==> src/rtl/mem_bist_sequencer.sv <==
// Wishbone-master self-test sequencer for the management SRAM.
// Runs word, short and byte phases (write window, read back, compare) and reports on checkbits.
module mem_bist_sequencer #(
    parameter logic [31:0] BASE_ADR = 32'h0000_0000,
    parameter int          NWORDS   = 16,
    parameter int          TIMEOUT  = 255
) (
    input  logic        clock,
    input  logic        resetb,
    input  logic        start,
    output logic        wb_cyc_o,
    output logic        wb_stb_o,
    output logic        wb_we_o,
    output logic [3:0]  wb_sel_o,
    output logic [31:0] wb_adr_o,
    output logic [31:0] wb_dat_o,
    input  logic [31:0] wb_dat_i,
    input  logic        wb_ack_i,
    output logic        busy,
    output logic        done,
    output logic        pass,
    output logic [15:0] checkbits,
    output logic [31:0] fail_adr
);
    typedef enum logic [3:0] {
        S_IDLE, S_PH_START, S_WR, S_WR_WAIT, S_RD, S_RD_WAIT, S_CMP, S_PH_END, S_DONE
    } state_t;
    typedef enum logic [1:0] {PH_WORD, PH_SHORT, PH_BYTE} phase_t;

    localparam logic [7:0] K_LAST   = 8'(NWORDS - 1);
    localparam logic [7:0] TMO_LAST = 8'(TIMEOUT - 1);

    state_t      state_q, state_d;
    phase_t      phase_q, phase_d;
    logic [7:0]  k_q, k_d;
    logic [1:0]  sub_q, sub_d;
    logic [7:0]  tmo_q, tmo_d;
    logic [31:0] rdata_q, rdata_d;
    logic [15:0] checkbits_q, checkbits_d;
    logic        pass_q, pass_d;
    logic [31:0] fail_adr_q, fail_adr_d;

    logic [1:0]  sub_last;
    logic [3:0]  sel_cur;
    logic [31:0] pat_mask, pattern, lane_mask, acc_adr;
    logic [7:0]  code_lo;
    logic        last_acc, in_acc, fail;
    logic [7:0]  k_adv;
    logic [1:0]  sub_adv;

    always_comb begin
        sub_last = 2'd0;
        sel_cur  = 4'b1111;
        pat_mask = 32'h0000_0000;
        code_lo  = 8'h40;
        case (phase_q)
            PH_SHORT: begin
                sub_last = 2'd1;
                sel_cur  = sub_q[0] ? 4'b1100 : 4'b0011;
                pat_mask = 32'hFFFF_FFFF;
                code_lo  = 8'h20;
            end
            PH_BYTE: begin
                sub_last = 2'd3;
                sel_cur  = 4'b0001 << sub_q;
                pat_mask = 32'h0F0F_0F0F;
                code_lo  = 8'h10;
            end
            default: ;
        endcase
    end

    for (genvar gi = 0; gi < 4; gi++) begin : g_lane
        assign lane_mask[gi*8 +: 8] = {8{sel_cur[gi]}};
    end

    assign pattern  = {k_q ^ 8'hA5, k_q ^ 8'h5A, k_q ^ 8'hC3, k_q ^ 8'h3C} ^ pat_mask;
    assign acc_adr  = BASE_ADR + {22'd0, k_q, 2'b00};
    assign last_acc = (sub_q == sub_last) && (k_q == K_LAST);
    assign sub_adv  = (sub_q == sub_last) ? 2'd0 : sub_q + 2'd1;
    assign k_adv    = (sub_q != sub_last) ? k_q : (last_acc ? 8'd0 : k_q + 8'd1);

    // Bus outputs are gated by the access states so an async reset clears them at once.
    assign in_acc   = (state_q == S_WR_WAIT) || (state_q == S_RD_WAIT);
    assign wb_cyc_o = in_acc;
    assign wb_stb_o = in_acc;
    assign wb_we_o  = (state_q == S_WR_WAIT);
    assign wb_sel_o = in_acc ? sel_cur : 4'b0000;
    assign wb_adr_o = in_acc ? acc_adr : 32'd0;
    assign wb_dat_o = (state_q == S_WR_WAIT) ? pattern : 32'd0;

    assign busy      = (state_q != S_IDLE) && (state_q != S_DONE);
    assign done      = (state_q == S_DONE);
    assign pass      = pass_q;
    assign checkbits = checkbits_q;
    assign fail_adr  = fail_adr_q;

    always_ff @(posedge clock or negedge resetb) begin
        if (!resetb) begin
            state_q     <= S_IDLE;
            phase_q     <= PH_WORD;
            k_q         <= 8'd0;
            sub_q       <= 2'd0;
            tmo_q       <= 8'd0;
            rdata_q     <= 32'd0;
            checkbits_q <= 16'h0000;
            pass_q      <= 1'b0;
            fail_adr_q  <= 32'd0;
        end else begin
            state_q     <= state_d;
            phase_q     <= phase_d;
            k_q         <= k_d;
            sub_q       <= sub_d;
            tmo_q       <= tmo_d;
            rdata_q     <= rdata_d;
            checkbits_q <= checkbits_d;
            pass_q      <= pass_d;
            fail_adr_q  <= fail_adr_d;
        end
    end

    always_comb begin
        state_d     = state_q;
        phase_d     = phase_q;
        k_d         = k_q;
        sub_d       = sub_q;
        tmo_d       = tmo_q;
        rdata_d     = rdata_q;
        checkbits_d = checkbits_q;
        pass_d      = pass_q;
        fail_adr_d  = fail_adr_q;
        fail        = 1'b0;
        case (state_q)
            S_IDLE: begin
                if (start) begin
                    phase_d = PH_WORD;
                    state_d = S_PH_START;
                end
            end
            S_PH_START: begin
                checkbits_d = {8'hA0, code_lo};
                k_d         = 8'd0;
                sub_d       = 2'd0;
                state_d     = S_WR;
            end
            S_WR: begin
                tmo_d   = 8'd0;
                state_d = S_WR_WAIT;
            end
            S_WR_WAIT: begin
                if (wb_ack_i) begin
                    k_d     = k_adv;
                    sub_d   = sub_adv;
                    state_d = last_acc ? S_RD : S_WR;
                end else if (tmo_q == TMO_LAST) begin
                    fail = 1'b1;
                end else begin
                    tmo_d = tmo_q + 8'd1;
                end
            end
            S_RD: begin
                tmo_d   = 8'd0;
                state_d = S_RD_WAIT;
            end
            S_RD_WAIT: begin
                if (wb_ack_i) begin
                    rdata_d = wb_dat_i;
                    state_d = S_CMP;
                end else if (tmo_q == TMO_LAST) begin
                    fail = 1'b1;
                end else begin
                    tmo_d = tmo_q + 8'd1;
                end
            end
            S_CMP: begin
                // Only lanes enabled by the current sel take part in the compare.
                if (((rdata_q ^ pattern) & lane_mask) != 32'd0) begin
                    fail = 1'b1;
                end else begin
                    k_d     = k_adv;
                    sub_d   = sub_adv;
                    state_d = last_acc ? S_PH_END : S_RD;
                end
            end
            S_PH_END: begin
                checkbits_d = {8'hAB, code_lo | 8'h01};
                if (phase_q == PH_BYTE) begin
                    pass_d  = 1'b1;
                    state_d = S_DONE;
                end else begin
                    phase_d = phase_t'(phase_q + 2'd1);
                    state_d = S_PH_START;
                end
            end
            S_DONE: begin
                if (start) begin
                    pass_d     = 1'b0;
                    fail_adr_d = 32'd0;
                    phase_d    = PH_WORD;
                    state_d    = S_PH_START;
                end
            end
            default: state_d = S_IDLE;
        endcase
        if (fail) begin
            checkbits_d = {8'hAB, code_lo};
            fail_adr_d  = acc_adr;
            pass_d      = 1'b0;
            state_d     = S_DONE;
        end
    end
endmodule

==> config.mk <==
export PLATFORM = sky130hd
export DESIGN_NAME = mem_bist_sequencer
export DESIGN_NICKNAME = d
export VERILOG_FILES = /design/src/rtl/mem_bist_sequencer.sv
export SDC_FILE = /design/constraint.sdc
export NUM_CORES = 1
export LEC_CHECK = 0
export BUFFER_PORTS_ARGS = -buffer_cell sky130_fd_sc_hd__buf_2
export CAP_MARGIN = 20
export CORE_UTILIZATION = 45
export DETAILED_ROUTE_END_ITERATION = 16
export GPL_TIMING_DRIVEN = 0
export PLACE_DENSITY = 0.72
export SYNTH_ARGS = -nofsm -noshare
export SYNTH_HDL_FRONTEND = slang
export SYNTH_SLANG_ARGS = --single-unit
==> constraint.sdc <==
create_clock -name clock -period 7.2 [get_ports clock]
set_input_delay 1.44 -clock clock [delete_from_list [all_inputs] [get_ports clock]]
set_output_delay 1.44 -clock clock [all_outputs]
set_load 0.02 [all_outputs]
==> impl_metrics.json <==
{
  "crit_chain": "clkbuf_1, nand2_1, or3_1, clkbuf_1, inv_1, and2_1, buf_4, buf_2",
  "drt-wirelength-per-cell_um": 14.0,
  "die_area_um2": 11200,
  "hp-start": "checkbits[6]$_DFFE_PN0P_",
  "layout_common_cells": "buf_2 (109), buf_4 (79), dfrtp_1 (71)",
  "clkLatencyLatePin_ps": 350,
  "met3RoutedLength_um": 749,
  "dr.pass1.iters": 4,
  "crit_type": "register to primary output",
  "relSlewSlack_pct": 38.0,
  "ys_types": 54,
  "cts_root_buf": "clkbuf_8",
  "leakagePower_uw": 0.00320,
  "power_density_nw_per_um2": 292,
  "cts_buffers": 9,
  "cp.arrival_ps": 2700,
  "finalHoldViolations": 0,
  "cts_tree": "built",
  "avgSynthCellArea_um2": 9.33,
  "top_layer": "met4",
  "drcViolationCount": 0,
  "hold_buffers": 0,
  "max_freq_mhz": 242,
  "cp-start-kind": "register",
  "critPathLaunch": "state_q[1]$_DFFE_PN0P_",
  "ys_ff_latch": 71,
  "peakVddDrop_mv": 0.168,
  "place_ws_ps": 3470,
  "viasPerCell": 4.88,
  "critical_path.max_stage_delay_ps": 480,
  "port-buffer-count": 102,
  "drive_gt1_share_pct": 36.3,
  "status": "finished clean",
  "final_core_util_pct": 56.7,
  "routed-wl-met2_mm": 5.69,
  "cp.required_ps": 5760,
  "start_util_pct": 46.6,
  "r2r-start": "phase_q[0]$_DFFE_PN0P_",
  "cap_violations": 0,
  "grt_pass1_wl_mm": 18.6,
  "grt_use_total_pct": 21.1,
  "worst_pin_slew_ps": 922,
  "rsz0062_at_grt": "no",
  "hold_class": "register to register",
  "syn_inst": 521,
  "wl_met1_mm": 4.87,
  "vias": 4037,
  "yosysWarningCount": 0,
  "clockBufferDepth": 2,
  "htreeDepth": 3,
  "grt_max_degree": 72,
  "seq_area_frac_synth_pct": 36.6,
  "rows": 37,
  "globalRoute.totalOverflow": 0,
  "ant_nets": 0,
  "slew_viol_final": 0,
  "drt_wl_total_mm": 11.6,
  "io_pins": 158,
  "gp_congestion": 0.836,
  "cts_setup_buffers": 0,
  "path_max_fanout": 10,
  "whs_ps": 506,
  "core_um2": 10400,
  "setup_tns_ps": 0,
  "nets": 734,
  "clk_pin_slew_ps": 80,
  "first_iter_violations": 176,
  "hpwl_mm": 8.84,
  "synthFlopType": "dfrtp_1",
  "synth-edff-count": 0,
  "period_share_pct": 57.4,
  "fin_ws_ps": 3060,
  "async_flop_share_pct": 100,
  "antenna_found_initial": 0,
  "die_h_um": 106,
  "setup_violations": 0,
  "die_w_um": 106,
  "ctsResizeCount": 0,
  "clock_skew_ps": 9.69,
  "diodes": 0,
  "syn_area_um2": 4860,
  "endpoint_kind": "primary output",
  "min_period_ps": 4140,
  "final_common_cell": "buf_2",
  "synthToLayoutAreaGrowth_pct": 21.6,
  "grt_pass1_vias": 3824,
  "critical_path.most_common_cell": "clkbuf_1",
  "clock-sinks": 71,
  "critical_path.slowest_cell": "dfrtp_1"
}
-- critical path: cells and delay by family (launching register included) --
family                 cells  cell delay, ps
DFF                        1             480
and+or+nand+nor            3             690
buffers and inverters      5            1160
-- per-layer routing --
| metal | vias up | global-route usage [%] |
|---|---|---|
| li1 | 1971 | - |
| met1 | 1905 | 26.7 |
| met2 | 142 | 35.8 |
| met3 | 19 | 4.41 |
| met4 | 0 | 7.14 |
| met5 | - | 0 |
-- cells in the mapped netlist (all sizes together), types with 11 or more instances --
cell	count	area share (%)
nor3	17	2.0
mux2	35	8.1
a21oi	17	1.8
nor2	41	3.2
and2	12	1.5
xnor2	21	3.8
buf	92	14
nand2	38	2.9
inv	21	1.6
o21ai	13	1.6
xor2	26	4.8
dfrtp	71	37
and3	11	1.4
-- kinds of logic (layout without fill, tap and decap cells) --
family | count (synthesis) | count (layout) | synth area share (%)
adder cells (fa/ha/maj) | 10 | 10 | 2.58
AND/OR/NAND/NOR | 159 | 159 | 16.3
buffers and inverters | 121 | 238 | 16.0
flip-flops | 71 | 71 | 36.6
multiplexers | 45 | 45 | 10.2
other | 1 | 55 | 0.0772
AO/OA/AOI/OAI | 67 | 67 | 9.61
XOR/XNOR | 47 | 47 | 8.63
-- power by group --
group          leakage [uW]  switching [uW]  internal, uW
sequential         0.000955            30.2           440
clock             0.0000850             147           131
combinational       0.00216             620           355
total               0.00320             797           926
-- area by class of cell --
class / count / area (um2)
multi-input cells: 383 / 2500
plain buffers: 100 / 701
well taps: 136 / 170
clock buffers: 11 / 141
repair buffers: 102 / 513
flip-flops and latches: 71 / 1780
clock inverters: 4 / 22.5
inverters: 21 / 78.8
fillers: 941 / 4510
-- flip-flops by register name (all words and copies together) (netlist names) --
signal,flops
rdata_q,32
phase_q,2
pass,1
fail_adr,8
k_q,8
tmo_q,8
state_q,4
checkbits,6
sub_q,2
-- per-stage QoR --
stage          cells  area, um2  power (uW)
3_5_place_dp     813       5740        1450
4_1_cts          828       5910        1730
2_1_floorplan    575       5060        1180
3_3_place_gp     813       5740        1430
5_1_grt          828       5910        1840
6_report         828       5910        1720
-- final timing paths --
| kind | to | slack (ps) | cells past startpoint |
|---|---|---|---|
| max | wb_dat_o[26] | 3060 | 8 |
| min | checkbits[6]$_DFFE_PN0P_ | 510 | 1 |
| max reg2reg | k_q[5]$_DFFE_PN0P_ | 4130 | 9 |
| min reg2reg | checkbits[6]$_DFFE_PN0P_ | 510 | 1 |
| max in group asynchronous | rdata_q[28]$_DFFE_PN0P_ | 5410 | 1 |
| min in group asynchronous | fail_adr[5]$_DFFE_PN0P_ | 1230 | 1 |
(Power assumes the default switching activity.)
